## config.mk

```make
export PLATFORM = sky130hd
export DESIGN_NAME = demux1_2_2bits_fifo
export DESIGN_NICKNAME = d
export VERILOG_FILES = /design/src/rtl/demux1_2_2bits_fifo.sv
export SDC_FILE = /design/constraint.sdc
export NUM_CORES = 1
export LEC_CHECK = 0
export BUFFER_PORTS_ARGS = -buffer_cell sky130_fd_sc_hd__buf_4
export CAP_MARGIN = 20
export CORE_MARGIN = 2
export CORE_UTILIZATION = 32
export DETAILED_ROUTE_END_ITERATION = 8
export SLEW_MARGIN = 30
export SYNTH_ARGS = -nofsm -noshare
export SYNTH_HDL_FRONTEND = slang
export SYNTH_SLANG_ARGS = --single-unit
```

## constraint.sdc

```tcl
create_clock -name clk -period 4.9 [get_ports clk]
set_input_delay 0.245 -clock clk [delete_from_list [all_inputs] [get_ports clk]]
set_output_delay 0.245 -clock clk [all_outputs]
set_load 0.01 [all_outputs]
```

## src/rtl/demux1_2_2bits_fifo.sv

```systemverilog
// Receive side of the 2-bit 2:1 mux path: steers each accepted word into one of two
// show-ahead FIFO lanes with valid/pop outputs and a per-lane transfer counter.
module demux1_2_2bits_fifo #(
    parameter int WIDTH = 2,
    parameter int DEPTH = 2,
    parameter int CNT_W = 7,
    localparam int PTR_W = $clog2(DEPTH),
    localparam int LVL_W = $clog2(DEPTH) + 1
) (
    input  logic             clk,
    input  logic             reset,
    input  logic [WIDTH-1:0] data_in,
    input  logic             valid_in,
    input  logic             selector,
    output logic             ready_in,
    output logic [WIDTH-1:0] data_out0,
    output logic             valid_out0,
    input  logic             pop0,
    output logic [WIDTH-1:0] data_out1,
    output logic             valid_out1,
    input  logic             pop1,
    output logic [LVL_W-1:0] level0,
    output logic [LVL_W-1:0] level1,
    output logic [CNT_W-1:0] xfer_count0,
    output logic [CNT_W-1:0] xfer_count1
);

    logic [WIDTH-1:0] mem_q    [2][DEPTH];
    logic [PTR_W-1:0] wr_ptr_q [2];
    logic [PTR_W-1:0] wr_ptr_d [2];
    logic [PTR_W-1:0] rd_ptr_q [2];
    logic [PTR_W-1:0] rd_ptr_d [2];
    logic [LVL_W-1:0] level_q  [2];
    logic [LVL_W-1:0] level_d  [2];
    logic [CNT_W-1:0] cnt_q    [2];
    logic [CNT_W-1:0] cnt_d    [2];

    logic [1:0] full;
    logic [1:0] not_empty;
    logic [1:0] push;
    logic [1:0] pop;

    assign full[0]      = (level_q[0] == LVL_W'(DEPTH));
    assign full[1]      = (level_q[1] == LVL_W'(DEPTH));
    assign not_empty[0] = (level_q[0] != '0);
    assign not_empty[1] = (level_q[1] != '0);

    // Back-pressure depends only on the addressed lane's registered level, never on pops.
    assign ready_in = ~full[selector];
    assign push     = {valid_in & ready_in & selector, valid_in & ready_in & ~selector};
    assign pop      = {pop1 & not_empty[1], pop0 & not_empty[0]};

    always_comb begin
        for (int l = 0; l < 2; l++) begin
            wr_ptr_d[l] = wr_ptr_q[l] + PTR_W'(push[l]);
            rd_ptr_d[l] = rd_ptr_q[l] + PTR_W'(pop[l]);
            level_d[l]  = level_q[l] + LVL_W'(push[l]) - LVL_W'(pop[l]);
            cnt_d[l]    = cnt_q[l] + CNT_W'(push[l]);
        end
    end

    // NOTE: sequential state uses non-blocking assignments so every register samples
    // pre-edge values regardless of statement order.
    always_ff @(posedge clk or posedge reset) begin
        if (reset) begin
            for (int l = 0; l < 2; l++) begin
                wr_ptr_q[l] <= '0;
                rd_ptr_q[l] <= '0;
                level_q[l]  <= '0;
                cnt_q[l]    <= '0;
            end
        end else begin
            for (int l = 0; l < 2; l++) begin
                wr_ptr_q[l] <= wr_ptr_d[l];
                rd_ptr_q[l] <= rd_ptr_d[l];
                level_q[l]  <= level_d[l];
                cnt_q[l]    <= cnt_d[l];
            end
        end
    end

    // NOTE: storage is deliberately not reset; stale entries are invisible because
    // the outputs are masked whenever a lane is empty.
    always_ff @(posedge clk) begin
        for (int l = 0; l < 2; l++) begin
            if (push[l]) begin
                mem_q[l][wr_ptr_q[l]] <= data_in;
            end
        end
    end

    assign valid_out0  = not_empty[0];
    assign valid_out1  = not_empty[1];
    assign data_out0   = not_empty[0] ? mem_q[0][rd_ptr_q[0]] : '0;
    assign data_out1   = not_empty[1] ? mem_q[1][rd_ptr_q[1]] : '0;
    assign level0      = level_q[0];
    assign level1      = level_q[1];
    assign xfer_count0 = cnt_q[0];
    assign xfer_count1 = cnt_q[1];

endmodule

```

# --- Yosys cells after proc, flatten, opt, wreduce, memory -nomap -nowiden ---
# Memory sizes are Yosys's and may differ from the RTL's.
# Cells that the tools add are included.
classes:
  n_lt_le_gt_ge: 7
  n_addsub: 10
  n_bitwise: 11
  multipliers: 0
  n_shift: 0
  n_eq_ne: 2
  muxes: 21
  n_reduce_logical: 5
  div_mod_pow: 0
op_table:
  columns: ["cell", "n"]
  rows:
  - ["$mux 2", 10]
  - ["$mux 4", 4]
  - ["$add 7x1->7", 2]
  - ["$ge 2x2->1 const B", 4]
  - ["$not 1->2", 4]
  - ["$and 1x1->1", 5]
  - ["$mux 1", 5]
  - ["$add 1x1->1", 4]
  - ["$add 2x1->2", 2]
  - ["$demux 2 s1", 2]
  - ["$eq 2x2->1 const B", 2]
  - ["$lt 2x1->1 const B", 2]
  - ["$reduce_bool 2->1", 2]
  - ["$reduce_or 4->1", 1]
  - ["$sub 2x1->2", 2]
  - ["$logic_and 1x1->1", 2]
  - ["$lt 1x2->1 const B", 1]
  - ["$not 1->1", 2]
word_totals:
  in_bits: 8
  ff_bits: 22
  mem_count: 1
  mem_bits_ro: 0
  ram_bits: 8
  latchBits: 0
  elab_cells: 65
  output_inout_bits: 25
memory_table:
  columns: ["name", "words", "word_bits", "rd", "rd_clocked_by_memory_dff", "wr", "line_no", "text"]
  rows:
  - ["mem_q", 2, 4, 2, 0, 1, "28", "logic [WIDTH-1:0] mem_q [2][DEPTH];"]

# --- Longest topological paths before layout ---
# Gate-level depths: netlist (run 1).
logic_depth:
  ltp_word: 10
  depth_mapped: 8
  mapped_depth_nobuf: 8

# --- Worst setup path before layout (run 1) ---
# Ideal clock, no wire load.
synth_timing:
  kind: "register to register"
  from: "register level_q, in the netlist level0[0]"
  to: "register level_q, in the netlist level0[1]"
  t_required_ns: 4.774
  period_less_slack_ns: 1.629
  path_buffers: 0
  setup_ns: 0.126
  arrival_time_ns: 1.503
  setup_slack_ns: 3.271
  path_stages_with_launch: 9
  path_cell_list: "dfrtp_1 -> nand2b_1 -> and3b_1 -> inv_1 -> ha_1 -> inv_1 -> ha_1 -> xnor2_1 -> xnor2_1"
synth_lines:
  columns: ["item", "line_no", "text"]
  rows:
  - ["start, declared", "33", "logic [LVL_W-1:0] level_q [2];"]
  - ["start signal, assigned by index", "76", "level_q[l] <= level_d[l];"]

==> metrics, run 1 <==
status=completed; Top Ports=33; antenna violations before repair=0; fraction of layout cells with a size suffix above 1=29.9%; First DRT Iteration DRCs=12; worst hold margin=0.155 ns; Slew HR=42.2%; Clock Tree Root=clkbuf_8; Mapped Cells=between 90 and 100; Rows=23; clock skew=between 0.006 and 0.007 ns; Area growth, synth to finish=30.4%; Static Leak=just over 0.8 nW; Reg2Reg Capture Point=level0[1]; global-route usage over all layers=around 11%; CP max FO=4; Starting Density=32.8%; Vias/cell=about 4.4; CTS tree=yes; Detailed Place HPWL=between 1500 and 2000 um; total number of vias=between 800 and 900; PD cells=approximately 600 nW/um^2; Final Hold Viols=0; share of the core filled with cells=a little over two fifths; post-route DRC violation count=0; setup slack at placement=about 3.2 ns; setup TNS=0 ns; Post-CTS Setup Inserts=0; Post-Layout Cell Count=187; final instance area=1690 um^2; Reg clk slew, reported paths=approximately 0.060 ns; diodes inserted=0; yosys warns=0; largest net degree at the start of global routing=23; final count of pins violating max slew=0; first-pass GRT wire length=3510 um; VDD IR max=roughly 0.23 mV; fmax=575 MHz; DRT Pass-1 Iters=4; endpoint type of the worst setup path=flop; arrival time at the worst endpoint=about 1.9 ns; leading area contributor after synthesis=dfrtp_1; vias in the first global route=790; Post-Syn Nets=117; Routed WL per cell=approximately 12 um; GRT overflow=0; FF-to-FF path depth=8; Routed Antenna Nets=0; placed cell area=between 1500 and 2000 um^2; post-layout minimum cycle time=1.74 ns; synth top area cells=dfrtp_1 (43%), edfxtp_1 (19%), ha_1 (12%), xnor2_1 (6.8%), xor2_1 (4.1%); Post-Syn Area=1290 um^2; CP required=between 5 and 6 ns; R2R Setup Slk=between 3 and 4 ns; period utilization=between 30 and 40%; crit path kind=reg -> reg; post-synthesis cell type count=15; CTS max path bufs=2; Clock Sink Count=30; Core ar.=3940 um^2; Horiz. Die Dim=67.6 um; Final #Nets=approximately 160; post-CTS sizing=0; worst slew pin tran=approximately 0.87 ns; Finish-stage setup viols=0; Worst setup SP type=flop; Placed Cells incl. Taps=~180; Yosys top cell area share=between 40 and 50%; Tot Pwr=a little over 1 mW; fin worst setup slack=between 3 and 4 ns; RSZ-0062 raised after global routing=false; register area share after synthesis=between 60% and 70%; max-cap violations=0; HP Class=in -> async; Port Buffer Count=32; Hold-fix buffers, CTS=0; CTS Buf Count=5; Die ar.=roughly 4600 um^2; Worst-Skew Late Latency=about 0.27 ns; FF-to-FF Start=level0[0]; RePlAce Congestion=approximately 0.68; Post-Route WL=about 2200 um; Yosys reg bits=30; H-tree depth=2; Die Ht=67.6 um; syn_area_per_cell=13.3 um^2
==> Yosys cell counts <==
| library cell | n |
|---|---|
| nor2b_2 | 2 |
| xor2_1 | 6 |
| inv_1 | 11 |
| mux2i_1 | 4 |
| nand3_1 | 6 |
| mux2_2 | 1 |
| edfxtp_1 | 8 |
| and3_1 | 2 |
| and3b_1 | 1 |
| nand2_1 | 2 |
| nand2b_1 | 2 |
| dfrtp_1 | 22 |
| ha_1 | 12 |
| xnor2_1 | 10 |
| nor2_1 | 8 |
==> sequential cells by signal, indices dropped and copies added (netlist names) <==
signal	flops
xfer_count0	7
level0	2
rd_ptr_q	2
mem_q	8
level1	2
wr_ptr_q	2
xfer_count1	7
==> critical path: stages (launching register included) <==
cell      delay [ns]
dfrtp_1         0.38
nand2b_1        0.16
and3b_1         0.25
inv_1           0.07
ha_1            0.28
inv_1           0.04
ha_1            0.18
xnor2_1         0.16
xnor2_1         0.14
==> cells in the final DEF (no fill, tap or decap) <==
master / n
and3_1: 2
mux2_2: 1
edfxtp_1: 8
dfrtp_1: 22
inv_1: 11
xnor2_1: 10
nand2_1: 2
nor2_1: 8
nand3_1: 6
mux2i_1: 4
xor2_1: 6
buf_4: 32
clkbuf_8: 6
nand2b_1: 2
ha_1: 12
clkbuf_1: 2
nor2b_2: 2
and3b_1: 1
==> cell families after synthesis <==
family	count (synthesis)	synth area share (%)
xor gates and xnor gates	16	10.8
adders and majority gates	12	11.6
buffers and inverters	11	3.19
DFF	30	61.2
muxes	5	3.97
and+or+nand+nor	23	9.20
==> layer usage <==
| layer | wire [um] | track usage [%] | vias up | share of wire (%) |
|---|---|---|---|---|
| met5 | 0 | 0 | - | 0 |
| met4 | 27 | 5.36 | 0 | 1.2 |
| met3 | 189 | 5.50 | 4 | 8.5 |
| met2 | 1070 | 16.3 | 25 | 48 |
| met1 | 949 | 12.5 | 394 | 42 |
| li1 | - | - | 392 | - |
==> worst max-delay path by stage <==
stage                   start        endpoint  depth (start not counted)
finish              level0[0]       level0[1]                          8
global route        level1[0]  xfer_count1[6]                          7
CTS                 level0[0]       level0[1]                          8
detailed placement  level0[0]       level0[1]                          8
global placement    level0[1]       level0[1]                          8
floorplan           level0[0]       level0[1]                          8
==> power by group <==
group	total (mW)	leakage [nW]	switching, mW	internal (mW)
clock	0.198	0.0455	0.0839	0.114
sequential	0.428	0.344	0.0810	0.347
combinational	0.380	0.440	0.172	0.208
==> area by class of cell <==
type	instances	area [um^2]
multi-input combinational	56	460
clock buffer	8	90.1
sequential	30	791
inverter	11	41.3
fill	372	2260
timing repair buffer	32	240
tap	50	62.6
Power figures use the tool's default switching activity.
==> inputs of run 2 (changes only) <==
--- a/config.mk
+++ b/config.mk
@@ -5,6 +5,7 @@
 export SDC_FILE = /design/constraint.sdc
 export NUM_CORES = 1
 export LEC_CHECK = 0
+export ABC_AREA = 1
 export BUFFER_PORTS_ARGS = -buffer_cell sky130_fd_sc_hd__buf_4
 export CAP_MARGIN = 20
 export CORE_MARGIN = 2
==> constraint.sdc (replaced) <==
create_clock -name clk -period 1.47 [get_ports clk]
set_input_delay 0.0735 -clock clk [delete_from_list [all_inputs] [get_ports clk]]
set_output_delay 0.0735 -clock clk [all_outputs]
set_load 0.01 [all_outputs]
==> metrics, run 2 <==
status=completed; PD cells=~1900 nW/um^2; Routed WL per cell=11.2 um; Core ar.=between 4000 and 5000 um^2; antenna violations before repair=0; endpoint type of the worst setup path=flop; Detailed Place HPWL=1940 um; syn_area_per_cell=10.1 um^2; final count of pins violating max slew=0; fmax=688 MHz; H-tree depth=2; Final #Nets=between 200 and 250; most common cell after layout, fill and taps aside=buf_4; max-cap violations=0; most frequent cell after synthesis=nand2_1; Int Pwr=approximately 2.4 mW; critical path's most frequent cell=ha_4; post-route DRC violation count=0; Rows=24; yosys warns=0; Horiz. Die Dim=about 71 um; Finish-stage setup viols=0; GRT overflow=0; Clock Tree Root=clkbuf_8; Tot Pwr=3.92 mW; leading area contributor after synthesis=dfrtp_1; crit path kind=reg -> reg; vias in the first global route=1,056; Comb pwr share=between 40% and 50%; clock skew=approximately 0.0025 ns; worst hold margin=approximately 0.17 ns; fraction of layout cells with a size suffix above 1=between 30% and 40%; largest net degree at the start of global routing=23; Die ar.=4970 um^2; FF-to-FF Start=level1[1]; Worst-Skew Late Latency=~0.28 ns; max FFs per register=8; worst slew pin tran=just under 0.3 ns; CTS max path bufs=2; Routed Antenna Nets=0; global-route usage over all layers=a little under an eighth; Vias/cell=4.29; Starting Density=around a third; Clock Sink Count=30; Post-Syn Area=approximately 1400 um^2; CP cell instances=nand3_4 > nand4_1 > buf_4 > ha_4 > inv_2 > ha_4 > nand3_2 > nand2_1; final instance area=between 2000 and 2500 um^2; Clock power frac=16.1%; Post-Route WL=about 2800 um; R2R Setup Slk=0.02 ns; Static Leak=between 0.9 and 1 nW; Area growth, synth to finish=45.9%; Top Ports=33; switching share of total power=between 30 and 40%; post-synthesis cell type count=15; Post-Layout Cell Count=249; Post-Syn Nets=160; Worst setup SP type=flop; post-layout minimum cycle time=1.45 ns; FF-to-FF path depth=8; top cells by count, synth=nand2_1 (34), inv_1 (29), dfrtp_1 (22); RSZ-0062 raised after global routing=true; Port Buffer Count=32; Mapped Cells=between 100 and 150; share of the core filled with cells=roughly 48%; RePlAce Congestion=between 0.7 and 0.8; First DRT Iteration DRCs=30; part of the power in registers=between 30% and 40%; CP max FO=3; beginning of the critical path=level1[1]; CP max stage delay=0.42 ns; CTS Buf Count=5; EDFF count, synth=8; Slew HR=between 80% and 90%; CP endpoint=level0[1]; synth top area cells=dfrtp_1 (39%), edfxtp_1 (17%), ha_1 (11%), nand2_1 (9.0%), inv_1 (7.7%); CP max stage cell=dfrtp_2; CP required=1.64 ns; Reg clk slew, reported paths=about 0.060 ns; asr flop ratio synth=between 70% and 80%; Placed Cells incl. Taps=234; DRT Pass-1 Iters=4; Sw Pwr=1.48 mW; first-pass GRT wire length=~4700 um; Reg2Reg Capture Point=level0[1]; Post-synth top flop=dfrtp_1; arrival time at the worst endpoint=1.63 ns; Die Ht=approximately 71 um; placed cell area=~1800 um^2; Yosys top cell area share=between 30% and 40%; period utilization=98.9%; commonest non-fill, non-tap cells in the layout=buf_4 (45), nand2_1 (33), inv_1 (25); register area share after synthesis=a little under three fifths; Final Hold Viols=0; diodes inserted=0; CTS tree=yes; VDD IR max=0.646 mV; total number of vias=roughly 1,100; Yosys reg bits=30; HP Class=in -> reg
run 2: through the flow:
step	setup WS, ns	TNS [ns]
final	0.0158	0
after global routing	-0.0621	-0.257
after CTS	0.000537	0
after detailed placement	-0.0733	-0.119
after global placement	-0.0171	-0.0171
after floorplan	0.00798	0
run 2: final cells by class:
cell class	instances	area, um^2
multi-input combinational	81	637
timing repair buffer	49	379
fill	417	2230
inverter	29	109
tap	52	65.1
clock inverter	2	8.76
clock buffer	6	72.6
sequential	30	796
run 2: kinds of logic after synthesis:
family	share of synthesized area, %
xor gates and xnor gates	3.71
DFF	55.8
AOI/OAI and AO/OA	4.59
adders and majority gates	10.6
buffers and inverters	7.69
and+or+nand+nor	17.6
run 2: timing repair:
| action | in CTS | in global routing |
|---|---|---|
| endpoints found under the setup margin | 4 | 13 |
| pin swaps | 0 | 4 |
| buffers inserted | 3 | 1 |
| endpoints found under the hold margin | 30 | 0 |
| hold buffers | 3 | 0 |
| gates resized for setup | 3 | 14 |
run 2: worst min path at each step:
stage,cells past startpoint,startpoint,endpoint,slack [ns]
after detailed placement,3,reset,xfer_count1[5],0.14
after CTS,4,pop1,rd_ptr_q[0],0.16
after global routing,5,pop1,rd_ptr_q[0],0.19
after floorplan,1,reset,rd_ptr_q[0],0.06
final,4,pop1,rd_ptr_q[0],0.17
after global placement,3,reset,xfer_count1[4],0.15
run 2: critical path: cells and delay by family (launching register included):
family                     cells  cell delay, ns
DFF                            1            0.42
adders and majority gates      2            0.40
and+or+nand+nor                4            0.31
buffers and inverters          2            0.21
run 2: routing by layer:
metal  routed length [um]  up-vias  share of wire [%]  GRT usage [%]
li1                     -      544                  -              -
met1                 1220      490                 44           15.2
met2                 1330       30                 48           19.0
met3                  195        5                7.0           3.70
met4                   35        0                1.3           5.03
met5                    0        -                  0              0
run 2: power groups by stage:
stage / Combinational (mW) / Clock, mW / Sequential [mW]
detailed placement: 1.60 / 0 / 1.47
finish: 1.81 / 0.631 / 1.48
floorplan: 0.707 / 0 / 1.55
CTS: 1.71 / 0.651 / 1.44
global placement: 1.58 / 0 / 1.46
global route: 2.03 / 0.686 / 1.53
